`src/rtl/mem_arb_pkg.sv`:
```
// mem_arb_pkg: shared FSM encoding and bus widths for the memory arbiter
package mem_arb_pkg;
  localparam int AW = 16;
  localparam int DW = 16;
  typedef enum logic [1:0] {
    IDLE   = 2'd0,
    IF_ACC = 2'd1,
    D_ACC  = 2'd2
  } state_t;
endpackage

```
`src/rtl/mem_arb_timer.sv`:
```
// mem_arb_timer: access watchdog, only built when MEM_ARB_TIMEOUT_EN is defined
`ifdef MEM_ARB_TIMEOUT_EN
module mem_arb_timer #(
  parameter int TIMEOUT_CYCLES = 15
) (
  input  logic clk,
  input  logic rst,
  input  logic start,
  input  logic tick,
  output logic expired
);
  localparam int CW = $clog2(TIMEOUT_CYCLES + 1);
  logic [CW-1:0] cnt_q, cnt_d;
  // expires on the cycle that would make TIMEOUT_CYCLES stalled access cycles
  assign expired = tick && cnt_q == CW'(TIMEOUT_CYCLES - 1);
  // clear on access start, count each stalled access cycle
  always_comb cnt_d = start ? '0 : tick ? cnt_q + 1'b1 : cnt_q;
  // counter register, synchronous active-low reset
  always_ff @(posedge clk)
    if (!rst) cnt_q <= '0;
    else cnt_q <= cnt_d;
endmodule
`endif

```
`src/rtl/mem_arbiter.sv`:
```
// mem_arbiter: fetch/data arbiter onto one memory port; watchdog under MEM_ARB_TIMEOUT_EN
module mem_arbiter
  import mem_arb_pkg::*;
#(
  parameter int D_BURST_MAX    = 4,
  parameter int TIMEOUT_CYCLES = 15
) (
  input  logic          clk,
  input  logic          rst,
  input  logic          if_req,
  input  logic [AW-1:0] if_addr,
  output logic [DW-1:0] if_rdata,
  output logic          if_ready,
  input  logic          d_req,
  input  logic          d_we,
  input  logic [AW-1:0] d_addr,
  input  logic [DW-1:0] d_wdata,
  output logic [DW-1:0] d_rdata,
  output logic          d_ready,
  output logic          mem_req,
  output logic          mem_we,
  output logic [AW-1:0] mem_addr,
  output logic [DW-1:0] mem_wdata,
  input  logic [DW-1:0] mem_rdata,
  input  logic          mem_ready,
  output logic          if_stall,
  output logic          d_stall,
  output logic          busy,
  output logic          timeout_err
);
  localparam int BW = $clog2(D_BURST_MAX + 1);

  state_t        state_q, state_d;
  logic          mem_we_q, mem_we_d;
  logic [AW-1:0] mem_addr_q, mem_addr_d;
  logic [DW-1:0] mem_wdata_q, mem_wdata_d;
  logic [DW-1:0] if_rdata_q, if_rdata_d, d_rdata_q, d_rdata_d;
  logic          if_ready_q, if_ready_d, d_ready_q, d_ready_d;
  logic [BW-1:0] burst_cnt_q, burst_cnt_d;
  logic          timeout_err_q, timeout_err_d;
  logic          acc, grant, fetch_win, done, expired;

  assign acc       = state_q != IDLE;
  // the ready-pulse cycle is skipped so a still-held req is not granted twice
  assign grant     = !acc && (if_req || d_req) && !if_ready_q && !d_ready_q;
  assign fetch_win = if_req && (!d_req || burst_cnt_q == BW'(D_BURST_MAX));
  assign done      = acc && (mem_ready || expired);

`ifdef MEM_ARB_TIMEOUT_EN
  mem_arb_timer #(.TIMEOUT_CYCLES(TIMEOUT_CYCLES)) u_timer (
    .clk     (clk),
    .rst     (rst),
    .start   (grant),
    .tick    (acc && !mem_ready),
    .expired (expired)
  );
`else
  logic unused_timeout;
  assign unused_timeout = TIMEOUT_CYCLES > 0;
  assign expired        = 1'b0;
`endif

  // grant selection, access completion and burst accounting
  always_comb begin
    state_d       = state_q;
    mem_we_d      = mem_we_q;
    mem_addr_d    = mem_addr_q;
    mem_wdata_d   = mem_wdata_q;
    if_rdata_d    = if_rdata_q;
    d_rdata_d     = d_rdata_q;
    if_ready_d    = 1'b0;
    d_ready_d     = 1'b0;
    burst_cnt_d   = (!acc && !if_req) ? '0 : burst_cnt_q;
    timeout_err_d = timeout_err_q;
    if (grant) begin
      state_d     = fetch_win ? IF_ACC : D_ACC;
      mem_addr_d  = fetch_win ? if_addr : d_addr;
      mem_we_d    = !fetch_win && d_we;
      mem_wdata_d = fetch_win ? '0 : d_wdata;
      burst_cnt_d = (fetch_win || !if_req) ? '0 :
                    (burst_cnt_q == BW'(D_BURST_MAX)) ? burst_cnt_q : burst_cnt_q + 1'b1;
    end
    if (done) begin
      state_d       = IDLE;
      if_ready_d    = state_q == IF_ACC;
      d_ready_d     = state_q == D_ACC;
      if_rdata_d    = (state_q == IF_ACC) ? (expired ? '0 : mem_rdata) : if_rdata_q;
      d_rdata_d     = (state_q == D_ACC && (expired || !mem_we_q)) ? (expired ? '0 : mem_rdata) : d_rdata_q;
      timeout_err_d = timeout_err_q || expired;
    end
  end

  // state and output registers, synchronous active-low reset
  always_ff @(posedge clk)
    if (!rst) begin
      state_q       <= IDLE;
      mem_we_q      <= 1'b0;
      mem_addr_q    <= '0;
      mem_wdata_q   <= '0;
      if_rdata_q    <= '0;
      d_rdata_q     <= '0;
      if_ready_q    <= 1'b0;
      d_ready_q     <= 1'b0;
      burst_cnt_q   <= '0;
      timeout_err_q <= 1'b0;
    end else begin
      state_q       <= state_d;
      mem_we_q      <= mem_we_d;
      mem_addr_q    <= mem_addr_d;
      mem_wdata_q   <= mem_wdata_d;
      if_rdata_q    <= if_rdata_d;
      d_rdata_q     <= d_rdata_d;
      if_ready_q    <= if_ready_d;
      d_ready_q     <= d_ready_d;
      burst_cnt_q   <= burst_cnt_d;
      timeout_err_q <= timeout_err_d;
    end

  assign mem_req     = acc;
  assign mem_we      = mem_we_q;
  assign mem_addr    = mem_addr_q;
  assign mem_wdata   = mem_wdata_q;
  assign if_rdata    = if_rdata_q;
  assign d_rdata     = d_rdata_q;
  assign if_ready    = if_ready_q;
  assign d_ready     = d_ready_q;
  assign if_stall    = if_req && !if_ready_q;
  assign d_stall     = d_req && !d_ready_q;
  assign busy        = acc;
  assign timeout_err = timeout_err_q;
endmodule

```
`config.mk`:
```
export PLATFORM = sky130hd
export DESIGN_NAME = mem_arbiter
export DESIGN_NICKNAME = d
export VERILOG_FILES = /design/src/rtl/mem_arb_pkg.sv /design/src/rtl/mem_arb_timer.sv /design/src/rtl/mem_arbiter.sv
export SDC_FILE = /design/constraint.sdc
export NUM_CORES = 1
export LEC_CHECK = 0
export ABC_AREA = 1
export CORE_UTILIZATION = 39
export CTS_BUF_LIST = sky130_fd_sc_hd__clkbuf_8
export DETAILED_ROUTE_END_ITERATION = 16
export PLACE_DENSITY_LB_ADDON = 0.2
export SYNTH_ARGS = -nofsm -noshare
export SYNTH_HDL_FRONTEND = slang
export SYNTH_HIERARCHICAL = 1
export SYNTH_SLANG_ARGS = --single-unit
```
`constraint.sdc`:
```
create_clock -name clk -period 1.4 [get_ports clk]
set_input_delay 0.14 -clock clk [delete_from_list [all_inputs] [get_ports clk]]
set_output_delay 0.14 -clock clk [all_outputs]
set_load 0.01 [all_outputs]
```
==> run metrics <==
clk_lat worst skew=0.34 ns; DR pass1 iterations=4; num rows=32; final setup margin=roughly 0.044 ns; wl on met1=3.65 mm; Switching Share=between 20% and 30%; WL/cell=12.1 um; first-pass GRT wire length=between 10 and 15 mm; CP Data Required Time=1.26 ns; clock root buffer=clkbuf_8; routed length on met3=556 um; period utilization=between 90% and 100%; outcome=completed; worst min path class=primary input to flip-flop; Clock Path Buffers=2; DRC violations left=0; skew final=roughly 0.0054 ns; die width=between 90 and 100 um; critical path's slowest cell=clkdlybuf4s50_1; Post-Syn Instances=approximately 460; initial antenna violation count=0; Peak VDD IR=0.000834 V; Internal Power=4.86 mW; post-layout min period=1.36 ns; top sig layer=met4; f_max=~0.74 GHz; most common cell after layout, fill and taps aside=clkdlybuf4s50_1; Port Buf Inserts=140; final net count=between 600 and 700; P_leak=2.96 nW; die area=8530 um2; critical path, cell by cell=clkdlybuf4s50_1; most frequent cells in the layout=clkdlybuf4s50_1 (94), nor2_1 (90), inv_1 (73); Final Wtd Congestion=around 0.73; crit path DAT=about 1.2 ns; CP endpoint kind=primary output; Synth Warn #=6; Setup Slack @ Placement=-0.161 ns; Iter 0 DRT Violations=95; delay-heaviest family, CP=buffers and inverters; initial core utilization=40.8%; Psw=just over 2 mW; wire length on met2=4.29 mm; CP max stage delay=0.54 ns; critical path type=flip-flop to primary output; Total Neg Setup Slack=0 ns; Congestion Overflow GR=0; number of diodes=0; Final ANT Viol Nets=0; core area=7810 um2; Layout Cells excl Fill=between 700 and 800; Synth Cell Area=3190 um2; HPWL Detailed=approximately 5.9 mm; dpl cells=694; sequential share of power=36.8%; CTS Buf Count=9; Logic pwr share=33.7%; DR vias=3,274; Post-CTS Hold Buffers=0; share of cells above drive strength 1=9.93%; PwrDens=1320 nW/um2; Post-Syn Nets=534; crit path max fanout=2; GRT Overall Usage=approximately 20%; TritonCTS Sinks=72; area grow syn2layout=64.5%; flops & latches, synth=between 70 and 80; Max-Cap Viols=0; IO Pins=approximately 140; # setup viols final=0; library cells used by synthesis=23; Mapped Avg Cell Area=just under 7 um2; Routed WL=around 8.6 mm; Avg Vias per Cell=4.57; max-slew violations=0; Die Ht=92.4 um; H-tree depth=3; Critical path buffers and inverters=1; Seq/Total Area, Yosys=45.2%; Hold Fails Final Rpt=0; Setup crit start kind=flip-flop; CTS tree=done; vias in the first global route=around 3,000; clk slew on worst S/H paths=0.08 ns; clock share of power=between 20 and 30%; largest net degree at the start of global routing=43
-- worst min-delay path: cells and delay by family --
kind                   cells  cell delay [ns]
AO/OA/AOI/OAI              2             0.18
buffers and inverters      1             0.41
-- registers in the layout, summed over array words and instances (netlist names) --
name	count
mem_wdata	16
if_ready	1
d_ready	1
state_q	2
mem_addr	16
mem_we	1
if_rdata	16
d_rdata	16
burst_cnt_q	3
-- power by group through the flow --
stage          registers [mW]  clock network [mW]  logic, mW
3_3_place_gp             2.58                   0       2.31
2_1_floorplan            2.73                   0       1.09
5_1_grt                  2.58                2.18       2.57
6_report                 2.55                2.04       2.33
3_5_place_dp             2.60                   0       2.34
4_1_cts                  2.56                2.09       2.34
-- per-stage QoR --
stage                     total power [mW]  hold slack, ns  cell area, um2  util [%]
final                                 6.92           0.440            5240      67.1
after global routing                  7.34           0.446            5240      67.1
after CTS                             6.98           0.423            5000      64.1
after detailed placement              4.94           0.435            4740      60.8
after global placement                4.88           0.430            4740      60.8
after floorplan                       3.82           0.278            3190         -
-- worst paths after layout --
| kind | from | to | cells after the start | slack, ns |
|---|---|---|---|---|
| worst min register to register | if_rdata[0] | if_rdata[0] | 2 | 0.44 |
| worst min-delay path | mem_rdata[3] | if_rdata[3] | 3 | 0.44 |
| worst max register to register | burst_cnt_q[1] | mem_wdata[4] | 10 | 0.07 |
| worst max-delay path | mem_wdata[10] | mem_wdata[10] | 1 | 0.04 |
-- Yosys cell counts --
| cell type | instances | area [um2] |
|---|---|---|
| nand3_4 | 1 | 17.5 |
| dfxtp_1 | 72 | 1440 |
| clkbuf_1 | 7 | 26.3 |
| buf_6 | 7 | 78.8 |
| nand3_2 | 1 | 10.0 |
| inv_1 | 75 | 282 |
| nor2_4 | 1 | 11.3 |
| nor2_1 | 91 | 342 |
| inv_2 | 3 | 11.3 |
| a21oi_1 | 37 | 185 |
| ha_1 | 2 | 25.0 |
| nand2_2 | 4 | 25.0 |
| o21ai_0 | 28 | 140 |
| nor4_1 | 1 | 6.26 |
| and2_1 | 1 | 6.26 |
| nand2_1 | 74 | 278 |
| o21ai_1 | 5 | 25.0 |
| nand3_1 | 37 | 185 |
| clkbuf_2 | 1 | 5.00 |
| buf_2 | 6 | 30.0 |
| conb_1 | 1 | 3.75 |
| buf_4 | 6 | 45.0 |
| inv_4 | 1 | 6.26 |
-- kinds of logic after synthesis --
group,count (synthesis),synth area share (%)
simple gates,211,27.7
buf+inv,106,15.2
flops,72,45.2
compound gates,70,11.0
fa+ha+maj,2,0.785
other cells,1,0.118
-- per-layer routing --
metal	global-route usage [%]	vias to the layer above
li1	-	1696
met1	22.7	1455
met2	33.8	108
met3	6.90	15
met4	5.86	0
met5	0	-
-- cell type report --
class | instances | area [um2]
fill | 675 | 2570
timing repair buffer | 163 | 1800
clock inverter | 5 | 103
inverter | 79 | 299
clock buffer | 11 | 151
tap | 102 | 128
multi-input combinational | 284 | 1310
sequential | 72 | 1450
-- repair_timing --
item,in CTS,in global routing
setup endpoints to repair,7,71
cloned,0,4
hold endpoints to repair,0,0
pin swaps,1,7
resized for setup,11,52
setup buffers,1,1
(Power assumes the default switching activity.)
